$ cat src/rtl/mips_data_bus_bridge.sv
// Bridges the CPU's combinational-read data port onto a waitrequest memory bus,
// stalling the CPU via clk_enable until each access completes or times out.
module mips_data_bus_bridge #(
    parameter int unsigned TIMEOUT_CYCLES = 64,
    parameter logic [31:0] ERROR_READDATA = 32'h0000_0000
) (
    input  logic        clk,
    input  logic        reset,
    input  logic [31:0] cpu_data_address,
    input  logic        cpu_data_read,
    input  logic        cpu_data_write,
    input  logic [31:0] cpu_data_writedata,
    input  logic [3:0]  cpu_byteenable,
    output logic [31:0] cpu_data_readdata,
    output logic        cpu_clk_enable,
    output logic [31:0] bus_address,
    output logic        bus_read,
    output logic        bus_write,
    output logic [31:0] bus_writedata,
    output logic [3:0]  bus_byteenable,
    input  logic        bus_waitrequest,
    input  logic [31:0] bus_readdata,
    output logic        bus_error,
    output logic [1:0]  check_state
);

    typedef enum logic [1:0] {
        IDLE      = 2'b00,
        READ_REQ  = 2'b01,
        WRITE_REQ = 2'b10,
        DONE      = 2'b11
    } state_t;

    state_t      state;
    state_t      next_state;
    logic [31:0] tmo_cnt;
    logic        cpu_req;
    logic        in_req;
    logic        timeout_hit;

    assign cpu_req     = cpu_data_read | cpu_data_write;
    assign in_req      = (state == READ_REQ) || (state == WRITE_REQ);
    // Abort at the end of the TIMEOUT_CYCLES-th request cycle; a completing bus wins that cycle.
    assign timeout_hit = (TIMEOUT_CYCLES != 32'd0) && ((tmo_cnt + 32'd1) == TIMEOUT_CYCLES);
    assign check_state = state;

    always_ff @(posedge clk or negedge reset) begin
        if (!reset) begin
            state <= IDLE;
        end else begin
            state <= next_state;
        end
    end

    always_comb begin
        next_state = state;
        case (state)
            IDLE: begin
                if (cpu_data_write) begin
                    next_state = WRITE_REQ;
                end else if (cpu_data_read) begin
                    next_state = READ_REQ;
                end
            end
            READ_REQ, WRITE_REQ: begin
                if (!bus_waitrequest || timeout_hit) begin
                    next_state = DONE;
                end
            end
            DONE:    next_state = IDLE;
            default: next_state = IDLE;
        endcase
    end

    always_comb begin
        cpu_clk_enable = !(((state == IDLE) && cpu_req) || in_req);
    end

    always_ff @(posedge clk or negedge reset) begin
        if (!reset) begin
            bus_address       <= '0;
            bus_writedata     <= '0;
            bus_byteenable    <= '0;
            bus_read          <= 1'b0;
            bus_write         <= 1'b0;
            cpu_data_readdata <= '0;
            bus_error         <= 1'b0;
            tmo_cnt           <= '0;
        end else begin
            case (state)
                IDLE: begin
                    tmo_cnt <= '0;
                    if (cpu_req) begin
                        bus_address    <= cpu_data_address & 32'hFFFF_FFFC;
                        bus_writedata  <= cpu_data_writedata;
                        bus_byteenable <= cpu_byteenable;
                        bus_write      <= cpu_data_write;
                        bus_read       <= cpu_data_read & ~cpu_data_write;
                    end
                end
                READ_REQ, WRITE_REQ: begin
                    if (!bus_waitrequest) begin
                        bus_read  <= 1'b0;
                        bus_write <= 1'b0;
                        if (state == READ_REQ) begin
                            cpu_data_readdata <= bus_readdata;
                        end
                    end else if (timeout_hit) begin
                        bus_read  <= 1'b0;
                        bus_write <= 1'b0;
                        bus_error <= 1'b1;
                        if (state == READ_REQ) begin
                            cpu_data_readdata <= ERROR_READDATA;
                        end
                    end else begin
                        tmo_cnt <= tmo_cnt + 32'd1;
                    end
                end
                DONE: begin
                    tmo_cnt <= '0;
                end
                default: begin
                    tmo_cnt <= '0;
                end
            endcase
        end
    end

endmodule

$ cat config.mk
export PLATFORM = sky130hd
export DESIGN_NAME = mips_data_bus_bridge
export DESIGN_NICKNAME = d
export VERILOG_FILES = /design/src/rtl/mips_data_bus_bridge.sv
export SDC_FILE = /design/constraint.sdc
export NUM_CORES = 1
export LEC_CHECK = 0
export CAP_MARGIN = 20
export CORE_ASPECT_RATIO = 0.6
export CORE_UTILIZATION = 30
export CTS_BUF_LIST = sky130_fd_sc_hd__clkbuf_16
export CTS_CLUSTER_DIAMETER = 50
export DETAILED_ROUTE_END_ITERATION = 10
export GPL_ROUTABILITY_DRIVEN = 1
export PLACE_DENSITY_LB_ADDON = 0.2
export SETUP_SLACK_MARGIN = 0.5
export SYNTH_ARGS = -nofsm -noshare
export SYNTH_HDL_FRONTEND = slang
export SYNTH_SLANG_ARGS = --single-unit
$ cat constraint.sdc
create_clock -name clk -period 5.7 [get_ports clk]
set_input_delay 0.855 -clock clk [delete_from_list [all_inputs] [get_ports clk]]
set_output_delay 0.855 -clock clk [all_outputs]
set_load 0.03 [all_outputs]
# ---- Word level (Yosys, flattened, before mapping)
# Index checks and enable logic that the tools add are counted.
dict set report word_totals {
  reg_bits 135
  input_bits 105
  wordCells 59
}
dict set report classes {
  n_addsub 1
  eq_ne 12
  n_mux 17
  bitwise 3
  reduce_logical 17
}
# cell count
set ops {}
lappend ops {{32-bit 2-to-1 mux} 6}
lappend ops {{32-bit one-hot mux with 2 select lines} 1}
lappend ops {{32-bit by 1-bit adder with 32-bit output, second input constant} 1}
lappend ops {{32-bit by 7-bit == test with 1-bit output, second input constant} 1}
lappend ops {{2-bit inequality test, second input constant} 4}
lappend ops {{2-bit 2-to-1 mux} 3}
lappend ops {{3-bit inequality test, second input constant} 2}
lappend ops {{2-bit one-hot mux with 3 select lines} 1}
lappend ops {{2-bit AND reduction} 3}
lappend ops {{3-bit AND reduction} 2}
lappend ops {{2-bit == test, second input constant} 2}
lappend ops {{1-bit 2-to-1 mux} 4}
lappend ops {{2-bit by 1-bit inequality test with 1-bit output, second input constant} 2}
lappend ops {{1-bit one-hot mux with 2 select lines} 2}
lappend ops {{4-bit AND reduction} 1}
lappend ops {{2-bit nonzero test} 2}
lappend ops {{2-bit OR reduction} 2}
lappend ops {{1-bit logical OR} 3}
lappend ops {{2-bit by 1-bit == test with 1-bit output, second input constant} 1}
lappend ops {{1-bit logical NOT} 2}
lappend ops {{2-bit logical NOT} 1}
lappend ops {{1-bit AND} 1}
lappend ops {{1-bit logical AND} 1}
lappend ops {{1-bit NOT} 1}
lappend ops {{1-bit bitwise OR} 1}

# ---- Depth between registers and ports, before layout
dict set report logic_depth {
  word_depth 5
  ltp_mapped 14
  depth_no_buf 10
}

# ---- Least setup slack after synthesis
# Ideal clock, no wire load.
dict set report synth_path {
  path_type {register -> output}
  startpoint {register state[0] (netlist: check_state[0])}
  endpoint {output port cpu_clk_enable}
  arrival_ns 2.093
  t_required_ns 4.845
  slack_ns 2.752
  stages_incl_launch_ff 7
  path_buffers 2
  cell_sequence {dfrtp_1 inv_1 ha_1 o21ai_1 clkbuf_1 clkbuf_1 and2_1}
}
dict set report synth_via {
  elab_chain_cells 4
}
# element line
set synth_lines {}
lappend synth_lines {{from (decl)} 34} ;# state_t state;
lappend synth_lines {{from (signal assigned)} 51} ;# state <= next_state;
lappend synth_lines {{2-bit by 1-bit == test with 1-bit output, or another cell as far along} 42} ;# assign in_req = (state == READ_REQ) || (state == WRITE_REQ);
lappend synth_lines {{1-bit logical OR / 1-bit logical AND (equally long branches)} {42, 76}}
lappend synth_lines {{1-bit logical OR (*)} 76} ;# cpu_clk_enable = !(((state == IDLE) && cpu_req) || in_req);
lappend synth_lines {{1-bit logical NOT (*)} 76}
lappend synth_lines {{to (decl)} 15} ;# output logic cpu_clk_enable,
# Mark *: on every way between the ends. The rest lies on a longest branch, timed or not.

# ---- Final worst setup path
# Same ends and word-level chain as after synthesis.

==> results.sh <==
export IMPL_slew_headroom_pct=39.1
export IMPL_fin_crit_ns=4.18
export IMPL_slew_violations=0
export IMPL_port_buffers=206
export IMPL_clock_latency_ns=0.42
export IMPL_grt_pass1_vias=5214
export IMPL_worst_ep_arrival_time_ns=3.33
export IMPL_powerDensity_mw_per_mm2=549
export IMPL_synth_area_per_cell_um2=11.9
export IMPL_syn_area_mm2=0.00633
export IMPL_setup_tns_ns=0
export IMPL_clock_skew_ns=0.0144
export IMPL_ant_nets=0
export IMPL_crit_buf_inv=3
export IMPL_dp_cells=978
export IMPL_p_clk_share_pct=20.0
export IMPL_dpl_instance_area_mm2=0.00855
export IMPL_fp_dieW_um=190
export IMPL_fin_cells=1010
export IMPL_rows=40
export IMPL_dr_wl_met3_mm=1.85
export IMPL_syn2layout_area_growth_pct=43.6
export IMPL_pwr_share_comb_pct=49.1
export IMPL_root_buffer="clkbuf_16"
export IMPL_drt_initial_drc_count=363
export IMPL_finalSetupViolCount=0
export IMPL_tritoncts="built"
export IMPL_r2r_start="tmo_cnt[3]"
export IMPL_synth_seq_cells=135
export IMPL_yosysTopAreaCellShare_pct=53.3
export IMPL_core_mm2=0.0203
export IMPL_drt_wl_total_mm=17.8
export IMPL_async_flop_share_pct=100
export IMPL_slowest_delay_ns=0.81
export IMPL_nets=833
export IMPL_finalCritPeriodShare_pct=73.4
export IMPL_critPathMaxFanout=24
export IMPL_design_area_mm2=0.00909
export IMPL_antenna_cells=0
export IMPL_drv_cap=0
export IMPL_postSynthCellCount=534
export IMPL_grt_max_degree=94
export IMPL_cts_sinks=135
export IMPL_critPathRequiredTime_ns=4.85
export IMPL_synth_cell_types=58
export IMPL_rsz0062_at_grt="no"
export IMPL_ys_warn_count=0
export IMPL_synth_top_cell_by_area="dfrtp_1"
export IMPL_cts_max_path_buffers=2
export IMPL_criticalPathCategory="reg -> out"
export IMPL_route_detailed_drc=0
export IMPL_worstMarginPinSlew_ns=0.913
export IMPL_wl_per_cell_um=17.6
export IMPL_fin_hold_ws_ns=0.500
export IMPL_pwr_share_seq_pct=30.9
export IMPL_met2_length_mm=7.51
export IMPL_routed_top_layer="met4"
export IMPL_holdCritPathClass="reg -> reg"
export IMPL_cts_resized_gates=0
export IMPL_yosysSeqAreaShare_pct=53.3
export IMPL_netSwitchingPower_mw=1.98
export IMPL_slowest_stage="ha_1"
export IMPL_hold_viol_final=0
export IMPL_drt_first_pass_iters=4
export IMPL_status="finished, final reports clean"
export IMPL_vias=5032
export IMPL_postCtsHoldBufs=0
export IMPL_crit_start="check_state[0]"
export IMPL_die_y_um=115
export IMPL_ios=211
export IMPL_start_util_pct=31.2
export IMPL_timing_fmax_mhz=239
export IMPL_synth_edf_count=0
export IMPL_fp_dieArea_mm2=0.0217
export IMPL_dp_hpwl_mm=12.4
export IMPL_finalPower_mw=4.99
export IMPL_swShare_pct=39.8
export IMPL_grtUsageTotal_pct=17.0
export IMPL_clkTransAtPathRegs_ns=0.06
export IMPL_drive_gt1_share_pct=14.9
export IMPL_gp_congestion=0.849
export IMPL_p_leak_nw=3.73
export IMPL_cp_start_kind="flop"
export IMPL_num_fill_cells=1911
export IMPL_wl_met1_mm=8.22
export IMPL_worstRegToRegCells=9
export IMPL_hp_start="bus_address[12]"
export IMPL_postCtsSetupBuffers=0
export IMPL_critical_path_top_delay_family="buffers and inverters"
export IMPL_grt_pass1_wl_mm=28.4
export IMPL_critPathCaptureType="primary output"
export IMPL_worstHoldPathCells=1
export IMPL_internal_power_mw=3.00
export IMPL_viasPerCell=4.98
export IMPL_ys_top_cells_by_area="dfrtp_1, mux2_2, a22o_1, nand3_1, nand2_1"
export IMPL_crit_chain="inv_1 -> ha_1 -> inv_1 -> and2_1 -> clkdlybuf4s50_1"
export IMPL_antenna_found_initial=0
export IMPL_grt_ovfl_total=0
export IMPL_htreeDepth=4
export IMPL_cp_depth=5
export IMPL_numCtsBuffers=17
export IMPL_ys_flop_type="dfrtp_1"
export IMPL_cp_common_cell="inv_1"
export IMPL_ir_drop_v=0.000310
[synth_stat cells, types with 8 or more instances]
library cell and instances:
a22o_1 33, dfrtp_1 135, buf_6 8, nand3_1 21
o21ai_1 12, nand4_1 11, o31ai_1 8, o21a_1 11
buf_2 9, inv_1 10, nor3_1 14, or3_1 15
clkbuf_1 19, or4_1 9, mux2_2 68, nor2_1 16
a21oi_1 18, nand2_1 25
[flip-flops by register name, summed over array words and instances, names as in the netlist]
signal	count
bus_address	30
bus_writedata	32
cpu_data_readdata	32
bus_byteenable	4
tmo_cnt	32
bus_error	1
bus_write	1
bus_read	1
check_state	2
[power by group through the flow]
| stage | combinational [mW] | sequential (mW) | clock (mW) |
|---|---|---|---|
| 5_1_grt | 2.59 | 1.59 | 1.07 |
| 3_5_place_dp | 2.46 | 1.54 | 0 |
| 6_report | 2.45 | 1.54 | 0.996 |
| 2_1_floorplan | 0.723 | 2.24 | 0 |
| 4_1_cts | 2.47 | 1.54 | 1.03 |
| 3_3_place_gp | 2.44 | 1.53 | 0 |
[cell type report]
class	count	area [um2]	area share, %
timing repair buffer	210	2110	23.2
multi-input combinational	351	2700	29.7
clock inverter	14	96.3	1.06
tap	273	342	3.76
sequential	135	3380	37.2
clock buffer	17	425	4.68
inverter	10	37.5	0.413
[worst reg2reg max path: cells and delay by family, from the launching register on]
family / cells / cell delay (ns)
xor gates and xnor gates: 1 / 0.11
AOI/OAI and AO/OA: 3 / 1.01
DFF: 1 / 0.47
and+or+nand+nor: 5 / 2.03
[kinds of logic (layout without fill, tap and decap cells)]
group / after synthesis / count (layout) / share of synthesized area (%)
other cells: 1 / 2 / 0.0592
fa+ha+maj: 3 / 3 / 0.593
xor+xnor: 13 / 13 / 1.80
compound gates: 111 / 111 / 13.0
buf+inv: 49 / 251 / 4.21
mux: 71 / 71 / 12.6
flops: 135 / 135 / 53.3
simple gates: 151 / 151 / 14.5
[cells in the final DEF, fill, tap and decap left out, drive strengths merged, types with 6 or more instances in the layout]
cell type / netlist / final
xor2: 6 / 6
o31ai: 8 / 8
nand2: 25 / 25
nand4: 13 / 13
inv: 10 / 15
clkdlybuf4s50: 0 / 205
nor2: 16 / 16
and3: 7 / 7
or4: 9 / 9
xnor2: 7 / 7
a21oi: 18 / 18
a22o: 33 / 33
nor3: 16 / 16
o21a: 11 / 11
clkbuf: 19 / 18
o21ai: 17 / 17
dfrtp: 135 / 135
or3: 15 / 15
nand3: 24 / 24
mux2: 68 / 68
[metrics by stage]
step | worst slack, ns | util (%)
2_1_floorplan | 2.75 | -
3_3_place_gp | 1.99 | 42.1
3_5_place_dp | 1.90 | 42.1
4_1_cts | 1.44 | 44.6
5_1_grt | 1.27 | 44.7
6_report | 1.52 | 44.7
[metal layers]
layer	vias to the layer above	GRT usage, %
li1	2363	-
met1	2486	22.3
met2	167	24.4
met3	16	8.46
met4	0	4.62
met5	-	0
[path summary, 6_finish.rpt]
kind / end / slack [ns]
worst max register to register: cpu_data_readdata[13] / 1.95
worst min register to register: bus_address[12] / 0.50
worst min-delay path: bus_address[12] / 0.50
min in group asynchronous: bus_writedata[4] / 0.52
worst max-delay path: cpu_clk_enable / 1.52
max in group asynchronous: cpu_data_readdata[30] / 4.07
No activity file was read; power rests on OpenSTA's default activity.
